**src/rtl/pcie_wr_commit_tracker.sv**
```systemverilog
// Commit tracker on the AFU TX path: counts committed writes, acknowledges
// interrupt commits and provides a packet-boundary write fence.
module pcie_wr_commit_tracker #(
    parameter int TDATA_WIDTH                = 512,
    parameter int TUSER_WIDTH                = 10,
    parameter int TUSER_STORE_COMMIT_REQ_BIT = 1,
    parameter int CNT_WIDTH                  = 10,
    parameter int NUM_INTR                   = 4
) (
    input  logic                     clk,
    input  logic                     rst,
    input  logic                     afu_tx_tvalid,
    output logic                     afu_tx_tready,
    input  logic [TDATA_WIDTH-1:0]   afu_tx_tdata,
    input  logic [TDATA_WIDTH/8-1:0] afu_tx_tkeep,
    input  logic                     afu_tx_tlast,
    input  logic [TUSER_WIDTH-1:0]   afu_tx_tuser_vendor,
    output logic                     fim_tx_tvalid,
    input  logic                     fim_tx_tready,
    output logic [TDATA_WIDTH-1:0]   fim_tx_tdata,
    output logic [TDATA_WIDTH/8-1:0] fim_tx_tkeep,
    output logic                     fim_tx_tlast,
    output logic [TUSER_WIDTH-1:0]   fim_tx_tuser_vendor,
    input  logic                     commit_tvalid,
    output logic                     commit_tready,
    input  logic [TDATA_WIDTH-1:0]   commit_tdata,
    input  logic [TUSER_WIDTH-1:0]   commit_tuser_vendor,
    input  logic                     fence_req,
    output logic                     fence_busy,
    output logic                     fence_done,
    output logic [CNT_WIDTH-1:0]     outstanding,
    output logic [NUM_INTR-1:0]      intr_ack,
    output logic                     err_underflow
);

    localparam logic [7:0] FT_MWR32 = 8'h40;
    localparam logic [7:0] FT_MWR64 = 8'h60;
    localparam logic [7:0] FT_INTR  = 8'h30;
    localparam logic [7:0] FT_CPL   = 8'h0A;

    typedef enum logic [1:0] {S_IDLE, S_WAIT_EOP, S_DRAIN} state_e;

    state_e                state_q, state_d;
    logic                  sop_q;
    logic [CNT_WIDTH-1:0]  cnt_q, cnt_d;
    logic                  err_q, err_d;
    logic [NUM_INTR-1:0]   intr_q, intr_d;

    logic [7:0]  hdr_ft, cpl_ft;
    logic [31:0] cpl_meta;
    logic        commit_req, hdr_wr, hdr_intr, allow, acc, inc, dec, cmt_ok, iack;

    // TX header: fmt_type in DW0 byte 3; tuser bit 0 flags data-mover mode
    assign hdr_ft     = afu_tx_tdata[31:24];
    assign commit_req = (TUSER_STORE_COMMIT_REQ_BIT != 0)
                     && afu_tx_tuser_vendor[TUSER_STORE_COMMIT_REQ_BIT];
    assign hdr_wr     = commit_req && (hdr_ft == FT_MWR32 || hdr_ft == FT_MWR64);
    assign hdr_intr   = commit_req && afu_tx_tuser_vendor[0] && (hdr_ft == FT_INTR);

    assign allow = !(sop_q && ((state_q != S_IDLE) || fence_req
                               || (hdr_wr && cnt_q == '1)));

    assign fim_tx_tvalid       = afu_tx_tvalid && allow;
    assign afu_tx_tready       = fim_tx_tready && allow;
    assign fim_tx_tdata        = afu_tx_tdata;
    assign fim_tx_tkeep        = afu_tx_tkeep;
    assign fim_tx_tlast        = afu_tx_tlast;
    assign fim_tx_tuser_vendor = afu_tx_tuser_vendor;

    assign acc = afu_tx_tvalid && afu_tx_tready;
    assign inc = acc && sop_q && hdr_wr;

    // Completion header: TC[0] at bit 20, metadata_l in DW3
    assign cpl_ft   = commit_tdata[31:24];
    assign cpl_meta = commit_tdata[127:96];
    assign cmt_ok   = commit_tvalid && (cpl_ft == FT_CPL);
    assign dec      = cmt_ok && !commit_tdata[20];
    assign iack     = cmt_ok && commit_tdata[20];

    logic unused_ok;
    assign unused_ok = ^{commit_tuser_vendor, commit_tdata[TDATA_WIDTH-1:128],
                         commit_tdata[95:32], commit_tdata[23:21],
                         commit_tdata[19:0], hdr_intr};

    always_comb begin
        cnt_d = cnt_q;
        err_d = err_q;
        if (inc && !dec) begin
            cnt_d = cnt_q + CNT_WIDTH'(1);
        end else if (dec && !inc) begin
            if (cnt_q == '0) err_d = 1'b1;
            else             cnt_d = cnt_q - CNT_WIDTH'(1);
        end
    end

    always_comb begin
        intr_d = '0;
        for (int i = 0; i < NUM_INTR; i++) begin
            intr_d[i] = iack && (cpl_meta == 32'(i));
        end
    end

    always_comb begin
        state_d = state_q;
        unique case (state_q)
            S_IDLE:     if (fence_req) state_d = sop_q ? S_DRAIN : S_WAIT_EOP;
            S_WAIT_EOP: if (acc && afu_tx_tlast) state_d = S_DRAIN;
            S_DRAIN:    if (cnt_q == '0) state_d = S_IDLE;
            default:    state_d = S_IDLE;
        endcase
    end

    always_comb begin
        fence_busy = (state_q != S_IDLE);
        fence_done = (state_q == S_DRAIN) && (cnt_q == '0);
    end

    always_ff @(posedge clk) begin
        if (rst) begin
            state_q <= S_IDLE;
            sop_q   <= 1'b1;
            cnt_q   <= '0;
            err_q   <= 1'b0;
            intr_q  <= '0;
        end else begin
            state_q <= state_d;
            if (acc) sop_q <= afu_tx_tlast;
            cnt_q   <= cnt_d;
            err_q   <= err_d;
            intr_q  <= intr_d;
        end
    end

    assign commit_tready = 1'b1;
    assign outstanding   = cnt_q;
    assign intr_ack      = intr_q;
    assign err_underflow = err_q;

endmodule

```
**config.mk**
```make
export PLATFORM = sky130hd
export DESIGN_NAME = pcie_wr_commit_tracker
export DESIGN_NICKNAME = d
export VERILOG_FILES = /design/src/rtl/pcie_wr_commit_tracker.sv
export SDC_FILE = /design/constraint.sdc
export NUM_CORES = 1
export LEC_CHECK = 0
export ABC_CLOCK_PERIOD_IN_PS = 6800
export BUFFER_PORTS_ARGS = -buffer_cell sky130_fd_sc_hd__buf_2
export CAP_MARGIN = 20
export CELL_PAD_IN_SITES_DETAIL_PLACEMENT = 1
export CELL_PAD_IN_SITES_GLOBAL_PLACEMENT = 1
export CORE_AREA = 2 2 675 677
export DETAILED_ROUTE_END_ITERATION = 6
export DIE_AREA = 0 0 677 679
export PLACE_DENSITY_LB_ADDON = 0.1
export SETUP_SLACK_MARGIN = 0.1
export SYNTH_ARGS = -nofsm -noshare
export SYNTH_HDL_FRONTEND = slang
export SYNTH_SLANG_ARGS = --single-unit
```
**constraint.sdc**
```tcl
create_clock -name clk -period 6.8 [get_ports clk]
set_input_delay 0.34 -clock clk [delete_from_list [all_inputs] [get_ports clk]]
set_output_delay 0.34 -clock clk [all_outputs]
set_load 0.005 [all_outputs]
```
## Yosys cells after proc, flatten, opt, wreduce, memory -nomap -nowiden

Index checks and enable logic that the tools add are counted.

| storage, ports and cells | value |
|---|---|
| input bits | 1115 |
| output and inout bits | 607 |
| bits in registers | 18 |

| cells by class | value |
|---|---|
| reductions and logical operators | 34 |
| equality and inequality tests | 13 |
| add/sub/neg operators | 2 |
| bitwise operators | 1 |
| multiplexer cells | 8 |

Operator list:

| cell | number |
|---|---|
| equality test 32 x 2 -> 1 bit, second input constant | 2 |
| equality test 32 x 1 -> 1 bit, second input constant | 1 |
| zero test 32 bit | 1 |
| 2-to-1 mux 10 bit | 3 |
| logical AND 1 bit | 19 |
| equality test 8 x 7 -> 1 bit, second input constant | 2 |
| adder 10 x 1 -> 10 bit, second input constant | 1 |
| equality test 10 bit, second input constant | 1 |
| zero test 10 bit | 1 |
| subtractor 10 x 1 -> 10 bit, second input constant | 1 |
| equality test 8 x 4 -> 1 bit, second input constant | 1 |
| 2-to-1 mux 2 bit | 4 |
| inequality test 2 bit, second input constant | 4 |
| one-hot mux 2 bit (3 select lines) | 1 |
| AND reduction 3 bit | 2 |
| zero test 1 bit | 4 |
| nonzero test 2 bit | 2 |
| logical OR 1 bit | 3 |
| equality test 2 x 1 -> 1 bit, second input constant | 1 |
| equality test 2 bit, second input constant | 1 |
| zero test 2 bit | 1 |
| AND reduction 2 bit | 1 |
| NOT 1 bit | 1 |

## Longest topological paths before layout

| depth | value |
|---|---|
| word-level depth | 15 |
| mapped depth | 14 |
| depth with buffers taken out | 14 |

## Worst setup path after synthesis

Ideal clock, no wire load.

| timing | value |
|---|---|
| path kind | reg2reg |
| from | reg state_q[0] |
| to | reg cnt_q[9] (netlist: outstanding[9]) |
| library setup time | 0.121 ns |
| path slack | 3.562 ns |
| stages on the path, launching flop included | 15 |
| data required time | 6.679 ns |
| data arrival time | 3.117 ns |
| clock period less this slack | 3.238 ns |
| cells stage by stage | dfxtp_1 or2_2 o21a_1 a211oi_2 nand3_1 inv_1 ha_1 inv_1 ha_1 a21o_1 a21oi_1 a21oi_1 o21a_1 o21ai_2 mux2_2 |

| between the ends | value |
|---|---|
| longest elaborated chain between the ends | 13 |

RTL lines:

| element | RTL line | text |
|---|---|---|
| from (decl) | 43 | `state_e state_q, state_d;` |
| from (signal assigned) | 126 | `state_q <= state_d;` |
| nonzero test 2 bit (*) | n/a |  |
| via fence_busy | 29 | `output logic fence_busy,` |
| logical OR 1 bit (*) | 60 | `assign allow = !(sop_q && ((state_q != S_IDLE) \|\| fence_req` |
| logical OR 1 bit (*) | 61 | `\|\| (hdr_wr && cnt_q == '1)));` |
| logical AND 1 bit (*) | 60 |  |
| zero test 1 bit (*) | 60 |  |
| logical AND 1 bit (*) | 64 | `assign afu_tx_tready = fim_tx_tready && allow;` |
| logical AND 1 bit (*) | 70 | `assign acc = afu_tx_tvalid && afu_tx_tready;` |
| logical AND 1 bit (*) (2 in series) | 71 | `assign inc = acc && sop_q && hdr_wr;` |
| zero test 1 bit | 90 | `end else if (dec && !inc) begin` |
| logical AND 1 bit | 90 |  |
| nonzero test 2 bit (no source line) | n/a |  |
| AND reduction 2 bit (no source line) | n/a |  |
| to (signal assigned) | 128 | `cnt_q <= cnt_d;` |
| to (decl) | 45 | `logic [CNT_WIDTH-1:0] cnt_q, cnt_d;` |

Mark *: on every way through the listed nets, which the timed path passes. The rest lies on a longest branch.
A chain may end at the register's enable or synchronous reset.

## Final worst setup path

| timing | value |
|---|---|
| from | reg sop_q |
| to | reg cnt_q[6] (netlist: outstanding[6]) |

| between the ends | value |
|---|---|
| longest elaborated chain between the ends | 10 |

RTL lines:

| element | RTL line | text |
|---|---|---|
| from (decl) | 44 | `logic sop_q;` |
| from (signal assigned) | 127 | `if (acc) sop_q <= afu_tx_tlast;` |
| logical AND 1 bit | 60 |  |
| zero test 1 bit | 60 |  |
| logical AND 1 bit | 64 |  |
| logical AND 1 bit | 70 |  |
| logical AND 1 bit (*) (2 in series) | 71 |  |
| zero test 1 bit | 90 |  |
| logical AND 1 bit | 90 |  |
| nonzero test 2 bit (no source line) | n/a |  |
| AND reduction 2 bit (no source line) | n/a |  |

Mark *: on every way between the ends. The rest lies on a longest branch, timed or not.

==> reports/summary.txt <==
SYNTH
------------------------------------------------------------------------------
Xor-xnor portion of the synthesized cell area                           0.461%
Share of synthesized registers carrying an async set or reset               0%
EDFF count, synth                                                            0
Primary flip-flop cell chosen by synthesis mapping                sky130_fd_sc_hd__dfxtp_1
Post-synthesis register bit count                                           18
Synthesized netlist net count                                             1871
Most frequently used cell type in the post-synthesis netlist      sky130_fd_sc_hd__buf_4
Multiplexer share of the synthesized area                               0.198%
Post-Synth Adder-Cell Area                                               2.55%
Synth Warn #                                                                 0
Instance count of the mapped netlist                                       745
Mean cell area of the mapped netlist                                  7.64 µm²
Share of the synthesized area in compound gates (AO/OA/AOI/OAI)          4.37%
Largest family of logic cells by synthesized area                 buffers and inverters
Largest cells by area after synthesis                             sky130_fd_sc_hd__buf_4, sky130_fd_sc_hd__dfxtp_1, sky130_fd_sc_hd__ha_1
Synth area leader                                                 sky130_fd_sc_hd__buf_4
Area share of the largest cell type after synthesis                      77.5%
Count of unique library cells instantiated by Yosys                         44
Fraction of the mapped netlist area in simple logic gates                7.64%
Synthesized area                                                      5700 µm²
Synth top cells by count                                          sky130_fd_sc_hd__buf_4, sky130_fd_sc_hd__dfxtp_1, sky130_fd_sc_hd__a21oi_1, sky130_fd_sc_hd__nand2_1
Register area share after synthesis                                      6.33%

RUN STATUS
------------------------------------------------------------------------------
Run status                                                        complete, no violations

STA
------------------------------------------------------------------------------
Final hold violations                                                        0
Max-slew violation total from the final report                               0
Highest attainable clock frequency                                     230 MHz
Worst setup slack after layout                                         2.45 ns
Clock skew                                                           0.0130 ns
Fraction of the cycle the final worst path needs                         64.0%
Min Clock Period, post-route                                           4.35 ns
Slew margin rel.                                                         60.3%
Count of endpoints failing setup in the final report                         0
Total negative slack                                                      0 ns
Slew of the pin with the lowest slew margin                           0.594 ns
Setup repair after global routing missed its margin                         no

PLACED DESIGN
------------------------------------------------------------------------------
Estimated wirelength of the detail-placed design                        147 mm
Routability cong.                                                        0.574
Number of buffers added on ports                                            83
Placed insts                                                              6215
Place WS                                                               1.80 ns
Area after DPL                                                        9180 µm²

WORST SETUP PATH
------------------------------------------------------------------------------
Type of element launching the critical path                          flip-flop
Crit path arrival time                                                 4.52 ns
Crit path kind                                                    flip-flop to flip-flop
Maximum fanout count along the critical path                                10
Required time at the endpoint of the critical path                     6.97 ns
CP endpoint kind                                                     flip-flop
Peak per-stage delay on the critical path                              0.65 ns
Ordered cell list for the critical path                           nor3b_1 > and4_1 > a211oi_2 > nand3_1 > inv_1 > ha_1 > inv_1 > ha_1 > nor2b_1 > o21a_1 > o21ai_0 > a21boi_0 > o21a_1 > o41ai_1
Critical-path top delay cell                                      sky130_fd_sc_hd__dfxtp_1

CLOCK NETWORK
------------------------------------------------------------------------------
Deepest clock path buffer count                                              2
Clock tree from TritonCTS                                                 done
Root cell of the clock tree                                       sky130_fd_sc_hd__clkbuf_16
TritonCTS sink count                                                        18
CTS resizes                                                                  0
Insertion delay of the later-clocked pin in the worst-skew pair        0.27 ns
TritonCTS buffer count                                                       3
CTS clk-pin slew, worst paths                                          0.08 ns
Clock H-tree levels                                                          1
Hold Buf Count CTS                                                           0
Total setup buffers inserted after CTS                                       0

PWR
------------------------------------------------------------------------------
Combinational group share of total power                                 18.1%
Part of the power in registers                                           34.8%
Switching fraction of total power                                        31.2%
Total internal power                                                  0.216 mW
Leak                                                                  0.898 nW
Clk pwr share                                                            47.2%
Peak ir drop on the vdd network                                      0.0763 mV
Areal power density over the cells                                 33.9 nW/µm²
Power, Total                                                          0.315 mW
Net switching component of the power                                 0.0982 mW

ROUTE
------------------------------------------------------------------------------
Post-route antenna net violation count                                       0
Sum of routed wire length over all layers                               151 mm
Drt pass-1 iters                                                             4
Drt first-iter violations                                                  102
Via/cell ratio                                                           0.478
DR WL/cell                                                             24.3 µm
Number of design rule violations left after detail routing                   0
Routed via count                                                          2974

FINISH
------------------------------------------------------------------------------
N_diodes                                                                     0
Filler Cell Count                                                        54200
Final-stage net count                                                     1370
Post-Layout Cell Count                                                    6219
Layout overhead on the synthesized area                                  62.8%
Design area                                                           9270 µm²
Share of cells above drive strength 1                                    41.2%

FLOORPLANNING
------------------------------------------------------------------------------
Placeable core area                                                 452000 µm²
Row count                                                                  247
Y dimension of the die                                                  679 µm
Total I/O pin count                                                       1722
Starting Density                                                         1.26%
Die Span X                                                              677 µm
Die area                                                            460000 µm²

GLOBAL ROUTING
------------------------------------------------------------------------------
Via count of the first global-routing pass                                3181
Total grt overflow                                                           0
All-layer global routing usage                                           6.35%
Pin count of the biggest net entering global routing                        20
Global-route wire length before repair                                  160 mm
Antenna violations before repair                                            13

FLOW RUN
------------------------------------------------------------------------------
Max_cap viols                                                                0

WORST HOLD PATH
------------------------------------------------------------------------------
Kind of path behind the tightest hold check                       input pin to flip-flop

[final timing paths]
path / end / depth (start not counted) / start / slack [ns]
hold / removal: intr_ack[2] / 2 / commit_tdata[96] / 0.31
hold reg to reg: err_underflow / 2 / err_underflow / 0.50
setup / recovery: outstanding[6] / 14 / sop_q / 2.45
setup reg to reg: outstanding[6] / 14 / sop_q / 2.45
[power groups by stage]
stage	clock network [mW]	logic (mW)	registers [mW]
after detailed placement	0	0.0611	0.113
final	0.148	0.0568	0.109
after CTS	0.160	0.0613	0.110
after global placement	0	0.0610	0.113
after floorplan	0	0.290	0.110
after global routing	0.165	0.0626	0.110
[logic make-up (layout without fill, tap and decap cells)]
kind of cell / Yosys count / count (layout)
buffers and inverters: 601 / 99
adders and majority gates: 11 / 11
muxes: 1 / 1
DFF: 18 / 18
xor gates and xnor gates: 3 / 3
AOI/OAI and AO/OA: 37 / 37
other: 1 / 1
and+or+nand+nor: 73 / 73
[layout by cell type, fill, tap and decap left out, drive strengths merged, types with 2 or more instances in the layout]
cell    count
a211o       2
a211oi      3
a21o        3
a21oi      17
and2        2
buf        85
clkbuf      4
dfxtp      18
ha         10
inv        10
nand2      14
nand3       3
nand3b      3
nand4       7
nor2        9
nor2b       2
nor3        7
nor3b       5
nor4       11
nor4b       3
o21a        4
o21ai       4
or2         2
or4         2
xnor2       2
[registers in the layout (all words and copies together), names as in the netlist]
register / cells
outstanding: 10
intr_ack: 4
state_q: 2
err_underflow: 1
sop_q: 1
[worst max-delay path: cells and delay by family, from the launching register on]
| family | cells | cell delay (ns) |
|---|---|---|
| AOI/OAI and AO/OA | 6 | 1.39 |
| and+or+nand+nor | 4 | 1.05 |
| adders and majority gates | 2 | 0.66 |
| DFF | 1 | 0.65 |
| buffers and inverters | 2 | 0.46 |
[layer usage]
metal / GRT usage [%] / up-vias / routed length (µm)
met2: 10.5 / 1049 / 70200
li1: - / 759 / -
met4: 1.83 / 10 / 4980
met5: 0.250 / - / 179
met1: 0.982 / 900 / 8410
met3: 13.4 / 256 / 67700
[layout make-up]
type	count	area [µm²]	area share, %
Tap cell	5976	7480	80.6
Multi-Input combinational cell	126	877	9.46
Sequential cell	18	360	3.89
Clock buffer	4	88.8	0.958
Inverter	10	37.5	0.405
Timing Repair Buffer	85	430	4.64
[metrics by stage]
step	util [%]	hold WS, ns
6_report	2.05	0.314
5_1_grt	2.05	0.321
4_1_cts	2.05	0.338
3_5_place_dp	2.03	0.470
3_3_place_gp	2.03	0.464
2_1_floorplan	-	0.412
(Power assumes the default switching activity.)
